--- config.mk ---
export PLATFORM = sky130hd
export DESIGN_NAME = rc5_host_sequencer
export DESIGN_NICKNAME = d
export VERILOG_FILES = /design/src/rtl/rc5_host_sequencer.sv
export SDC_FILE = /design/constraint.sdc
export NUM_CORES = 1
export LEC_CHECK = 0
export BUFFER_PORTS_ARGS = -buffer_cell sky130_fd_sc_hd__buf_2
export CORE_ASPECT_RATIO = 1.75
export CORE_MARGIN = 2
export CORE_UTILIZATION = 45
export CTS_BUF_LIST = sky130_fd_sc_hd__clkbuf_4
export CTS_CLUSTER_DIAMETER = 30
export CTS_CLUSTER_SIZE = 20
export DETAILED_ROUTE_END_ITERATION = 8
export PLACE_DENSITY = 0.78
export REMOVE_ABC_BUFFERS = 1
export SYNTH_ARGS = -nofsm -noshare
export SYNTH_HDL_FRONTEND = slang
export SYNTH_SLANG_ARGS = --single-unit
export TNS_END_PERCENT = 20
--- constraint.sdc ---
create_clock -name clk -period 1.48 [get_ports clk]
set_input_delay 0.074 -clock clk [delete_from_list [all_inputs] [get_ports clk]]
set_output_delay 0.074 -clock clk [all_outputs]
set_load 0.01 [all_outputs]
--- src/rtl/rc5_host_sequencer.sv ---
// rc5_host_sequencer: loads the RC5 key RAM and runs cipher/decipher jobs on the core,
// holding start until the matching done, then presenting the captured result.
module rc5_host_sequencer #(
    parameter int W        = 16,
    parameter int B        = 16,
    parameter int B_LENGTH = $clog2(B),
    parameter int TIMEOUT  = 1023
) (
    input  logic                clk,
    input  logic                rst,
    input  logic [7:0]          iKeyByte,
    input  logic                iKeyValid,
    output logic                oKeyReady,
    input  logic                iCmdValid,
    input  logic                iCmdMode,
    input  logic [W-1:0]        iCmdA,
    input  logic [W-1:0]        iCmdB,
    output logic                oCmdReady,
    output logic [7:0]          oKey_sub_i,
    output logic [B_LENGTH-1:0] oKey_address,
    output logic                oWen,
    output logic                oStartCipher,
    output logic                oStartDecipher,
    output logic [W-1:0]        oA,
    output logic [W-1:0]        oB,
    input  logic                iDoneCipher,
    input  logic                iDoneDecipher,
    input  logic [W-1:0]        iA_res,
    input  logic [W-1:0]        iB_res,
    output logic [W-1:0]        oResA,
    output logic [W-1:0]        oResB,
    output logic                oResValid,
    input  logic                iResReady,
    output logic                oError
);
    localparam int TW = $clog2(TIMEOUT + 1);
    localparam logic [2:0] LOAD_KEY = 3'd0, READY = 3'd1, RUN = 3'd2, GAP = 3'd3, RESULT = 3'd4;

    logic [2:0]          state_q, state_d;
    logic [B_LENGTH-1:0] cnt_q, cnt_d;
    logic [TW-1:0]       tmo_q, tmo_d;
    logic                loaded_q, loaded_d;
    logic                mode_q, mode_d;
    logic [W-1:0]        a_q, b_q, res_a_q, res_b_q;
    logic [7:0]          key_sub_q;
    logic [B_LENGTH-1:0] key_addr_q;
    logic                wen_q, start_c_q, start_d_q, key_ready_q, cmd_ready_q, res_valid_q, err_q;
    logic                cmd_acc, key_acc, key_last, done_match, tmo_exp;

    // A command in READY takes priority over a simultaneous key byte
    assign cmd_acc    = iCmdValid && cmd_ready_q;
    assign key_acc    = iKeyValid && key_ready_q && !cmd_acc;
    assign key_last   = cnt_q == B_LENGTH'(B - 1);
    assign done_match = (state_q == RUN) && (mode_q ? iDoneDecipher : iDoneCipher);
    assign tmo_exp    = (state_q == RUN) && !done_match && (tmo_q == TW'(TIMEOUT - 1));
    assign mode_d     = cmd_acc ? iCmdMode : mode_q;

    always_comb begin
        state_d  = state_q;
        cnt_d    = cnt_q;
        loaded_d = loaded_q;
        tmo_d    = tmo_q;
        if (key_acc) begin
            cnt_d    = key_last ? '0 : cnt_q + B_LENGTH'(1);
            loaded_d = key_last;
            state_d  = key_last ? READY : LOAD_KEY;
        end
        case (state_q)
            READY: begin
                tmo_d = '0;
                if (cmd_acc) state_d = RUN;
            end
            RUN: begin
                tmo_d = tmo_q + TW'(1);
                if (done_match) state_d = RESULT;
                else if (tmo_exp) state_d = GAP;
            end
            RESULT:  state_d = iResReady ? GAP : RESULT;
            GAP:     state_d = READY;
            default: ;
        endcase
    end

    always_ff @(posedge clk) begin
        if (rst) begin
            state_q     <= LOAD_KEY;
            cnt_q       <= '0;
            tmo_q       <= '0;
            loaded_q    <= 1'b0;
            mode_q      <= 1'b0;
            a_q         <= '0;
            b_q         <= '0;
            res_a_q     <= '0;
            res_b_q     <= '0;
            key_sub_q   <= '0;
            key_addr_q  <= '0;
            wen_q       <= 1'b0;
            start_c_q   <= 1'b0;
            start_d_q   <= 1'b0;
            key_ready_q <= 1'b0;
            cmd_ready_q <= 1'b0;
            res_valid_q <= 1'b0;
            err_q       <= 1'b0;
        end else begin
            state_q     <= state_d;
            cnt_q       <= cnt_d;
            tmo_q       <= tmo_d;
            loaded_q    <= loaded_d;
            mode_q      <= mode_d;
            wen_q       <= key_acc;
            err_q       <= tmo_exp;
            start_c_q   <= (state_d == RUN) && !mode_d;
            start_d_q   <= (state_d == RUN) && mode_d;
            key_ready_q <= (state_d == LOAD_KEY) || (state_d == READY);
            cmd_ready_q <= (state_d == READY) && loaded_d;
            res_valid_q <= state_d == RESULT;
            if (key_acc) begin
                key_sub_q  <= iKeyByte;
                key_addr_q <= cnt_q;
            end
            if (cmd_acc) begin
                a_q <= iCmdA;
                b_q <= iCmdB;
            end
            if (done_match) begin
                res_a_q <= iA_res;
                res_b_q <= iB_res;
            end
        end
    end

    assign oKeyReady      = key_ready_q;
    assign oCmdReady      = cmd_ready_q;
    assign oKey_sub_i     = key_sub_q;
    assign oKey_address   = key_addr_q;
    assign oWen           = wen_q;
    assign oStartCipher   = start_c_q;
    assign oStartDecipher = start_d_q;
    assign oA             = a_q;
    assign oB             = b_q;
    assign oResA          = res_a_q;
    assign oResB          = res_b_q;
    assign oResValid      = res_valid_q;
    assign oError         = err_q;
endmodule
==> summary.txt <==
Critical path
  – Worst setup EP type: flop
  – Max stage delay on crit path: 470 ps
  – Crit. path cell count: 5
  – Arrival time at the worst endpoint: ~1900 ps
  – Worst setup path class: reg -> reg
  – Critical Path RT: 1860 ps
  – Register-to-Register Path Depth: 5
  – Crit path max-delay family: simple AND/OR/NAND/NOR gates
  – Worst-path maximum fanout: 4
  – Start point of the critical path: tmo_q[6]
  – Buf/Inv on CP: 1
  – Crit path cell chain: nand4_1 > or3_4 > o211ai_1 > buf_4 > nor3_1
  – Worst R2R Start: tmo_q[6]
  – CP max-delay cell: or3_4
  – CP startpoint kind: flop

Cells and area
  – Final #Nets: 840
  – Layout Cell Area excl Fill: around 0.0063 mm²
  – Share of layout cells above drive strength 1: 0.361
  – Area delta synth->final: 58.3%

Floorplanning
  – Row count: 45
  – Chip height: between 100 and 150 µm
  – Ports: 163
  – Initial Util: 0.460
  – Core ar.: 0.00861 mm²
  – Die ar.: 0.00960 mm²
  – Width of the die: 74.9 µm

CTS
  – Deepest clock path buffer count: 2
  – CTS Sinks: 102
  – TritonCTS clock tree: done
  – CTS buffer count: 9
  – Clock Pin Slew Worst Setup and Hold Paths: ~170 ps
  – H-tree Lvls: 3
  – Root Driver: clkbuf_4
  – Worst-skew pair later-pin latency: around 470 ps

Outcome
  – Failing checks: setup timing
  – Status: finished, violations left

Logic synthesis
  – Cell variety after synth: 48
  – Synth Cell Area: 0.00396 mm²
  – Commonest register cell after synthesis: dfxtp_1
  – Syn Inst Count: slightly below 500
  – FF+latch count, synth: 102
  – Ys async rst share: 0
  – Avg Cell Area, Syn: 8.02 µm²
  – Count of flip-flops with a built-in enable after synthesis: 0
  – Post-synthesis sequential area ratio: 0.515
  – Ys Warns: 0

Global route
  – First-pass GRT wire length: 19500 µm
  – Tot GR Track Use: 0.263
  – Antenna violations before repair: 1
  – Largest net degree at the start of global routing: 94
  – Gr ovfl total: 0
  – Number of global-route vias before repair: 4467

Timing
  – Tmin final: around 1500 ps
  – Final WS setup: -55.3 ps
  – Clock skew: approximately 23 ps
  – Slew Viols, Final: 0
  – Least-Margin Pin Slew: roughly 440 ps
  – Hold Vio Cnt, Final: 0
  – Slew headroom: 0.710
  – Max Freq: 651 MHz
  – Unrepaired setup endpoints after global routing: true
  – Final-report setup violation count: 5
  – Crit share post-route: 1.04

Route
  – Via density: 5.12
  – Drc violations: 0
  – Final WL: 13100 µm
  – Antenna viol nets, final: 0
  – Wire length per cell: 14.8 µm
  – Highest metal used: met4
  – DR WL met2: 7280 µm
  – Met3 WL: 743 µm
  – Iteration-0 DRC Markers: 225
  – Via count: 4503
  – 1st-pass router iterations: 4
  – M1 wire length: 4490 µm

Placement
  – Final Wtd Congestion: 0.905
  – DP Area: 0.00511 mm²
  – Worst slack, placed: -72.0 ps
  – IO buf count: 162
  – DP Wirelength: 7500 µm

Power
  – P_leak: roughly 0.0026 µW
  – PwrDens: 724 mW/mm²
  – Max VDD drop: roughly 770 µV

Job
  – Max-cap check violation count: 0

Worst hold path
  – Hold WC Path Type: in -> reg
  – Hold Path Origin: iDoneCipher
  – WHS Path Cells: 5
-- cell families after synthesis --
family,synth area share
xor gates and xnor gates,0.00442
AOI/OAI and AO/OA,0.167
muxes,0.0183
DFF,0.515
adders and majority gates,0.00947
buffers and inverters,0.0455
and+or+nand+nor,0.240
-- cells in the mapped netlist, types with 2 or more instances --
| cell type | count | area, µm² |
|---|---|---|
| a21oi_1 | 87 | 435 |
| a22oi_1 | 3 | 22.5 |
| a311oi_1 | 2 | 17.5 |
| and2_1 | 4 | 25.0 |
| and3_1 | 3 | 18.8 |
| buf_1 | 2 | 7.51 |
| buf_2 | 8 | 40.0 |
| buf_6 | 3 | 33.8 |
| clkbuf_1 | 18 | 67.6 |
| dfxtp_1 | 102 | 2040 |
| ha_1 | 3 | 37.5 |
| inv_1 | 5 | 18.8 |
| mux2_2 | 2 | 22.5 |
| mux2i_1 | 5 | 50.1 |
| nand2_1 | 178 | 668 |
| nand3_1 | 7 | 35.0 |
| nand4_1 | 2 | 12.5 |
| nor2_1 | 10 | 37.5 |
| nor3_1 | 5 | 25.0 |
| nor4_1 | 6 | 37.5 |
| o211ai_1 | 2 | 15.0 |
| o21a_1 | 3 | 22.5 |
| o21ai_0 | 6 | 30.0 |
| o22ai_1 | 2 | 12.5 |
| o31ai_1 | 2 | 15.0 |
| xor2_1 | 2 | 17.5 |
-- state kept, by name, indices dropped and copies added, names as in the netlist --
register / flops
oResValid: 1
oKey_sub_i: 8
oError: 1
oKey_address: 4
loaded_q: 1
state_q: 3
oCmdReady: 1
tmo_q: 10
oResA: 16
mode_q: 1
oWen: 1
oA: 16
oStartCipher: 1
oResB: 16
oKeyReady: 1
cnt_q: 4
oB: 16
oStartDecipher: 1
-- through the flow --
stage                     power, µW  hold slack, ps  cells   util  TNS (ps)
after CTS                      4560            20.9    876  0.701     -30.7
after global routing           4730            29.1    880  0.728      -348
final                          4540            71.1    880  0.728      -180
after detailed placement       3060             321    785  0.593      -281
after floorplan                2880             143    461      -    -17600
after global placement         3060             314    785  0.593      -198
-- per-layer routing --
layer | GRT usage | up-vias
li1 | - | 2185
met3 | 0.0660 | 43
met1 | 0.251 | 2092
met4 | 0.147 | 0
met2 | 0.485 | 183
met5 | 0 | -
-- repair_timing --
action	in CTS	in global routing
endpoints found under the setup margin	13	60
hold buffers	74	0
buffers inserted	1	3
gates resized for setup	18	48
pin swaps	7	12
endpoints found under the hold margin	75	0
-- layout by cell type, fill, tap and decap left out, types with 3 or more instances in the layout --
cell type	synthesis	final
nor4_4	0	5
nor3_1	5	4
mux2i_1	5	4
buf_6	3	8
clkbuf_4	0	10
dfxtp_2	0	9
inv_1	5	4
dfxtp_1	102	90
or3b_4	1	3
buf_4	1	40
o21ai_0	6	4
nor2_1	10	7
o21a_1	3	3
nand3_1	7	4
buf_2	8	162
and2_1	4	3
dlygate4sd3_1	0	74
dfxtp_4	0	3
nand2_1	178	176
a21oi_1	87	87
-- worst paths after layout --
check                                 end  slack, ps
worst min-delay path               oError         70
worst max-delay path            oKeyReady        -60
worst min register to register      oB[6]        460
worst max register to register  oKeyReady        -60
-- power by group --
group | internal, µW | switching [µW] | leakage (µW)
Clock | 391 | 968 | 0.0000655
Sequential | 2760 | 8.71 | 0.000829
Combinational | 246 | 166 | 0.00175
Total | 3400 | 1140 | 0.00265
-- worst reg2reg max path, cell delays in order, from the launching register on --
cell	delay, ps
dfxtp_2	370
nand4_1	180
or3_4	470
o211ai_1	190
buf_4	180
nor3_1	50
-- area by class of cell --
cell class,instances,area (µm²)
Fill cell,594,2340
Sequential cell,102,2060
Timing Repair Buffer,285,1960
Multi-Input combinational cell,354,1950
Tap cell,117,146
Clock buffer,10,75.1
Clock inverter,6,52.6
Inverter,5,18.8
Antenna cell,1,2.50
No activity file was read; power rests on OpenSTA's default activity.
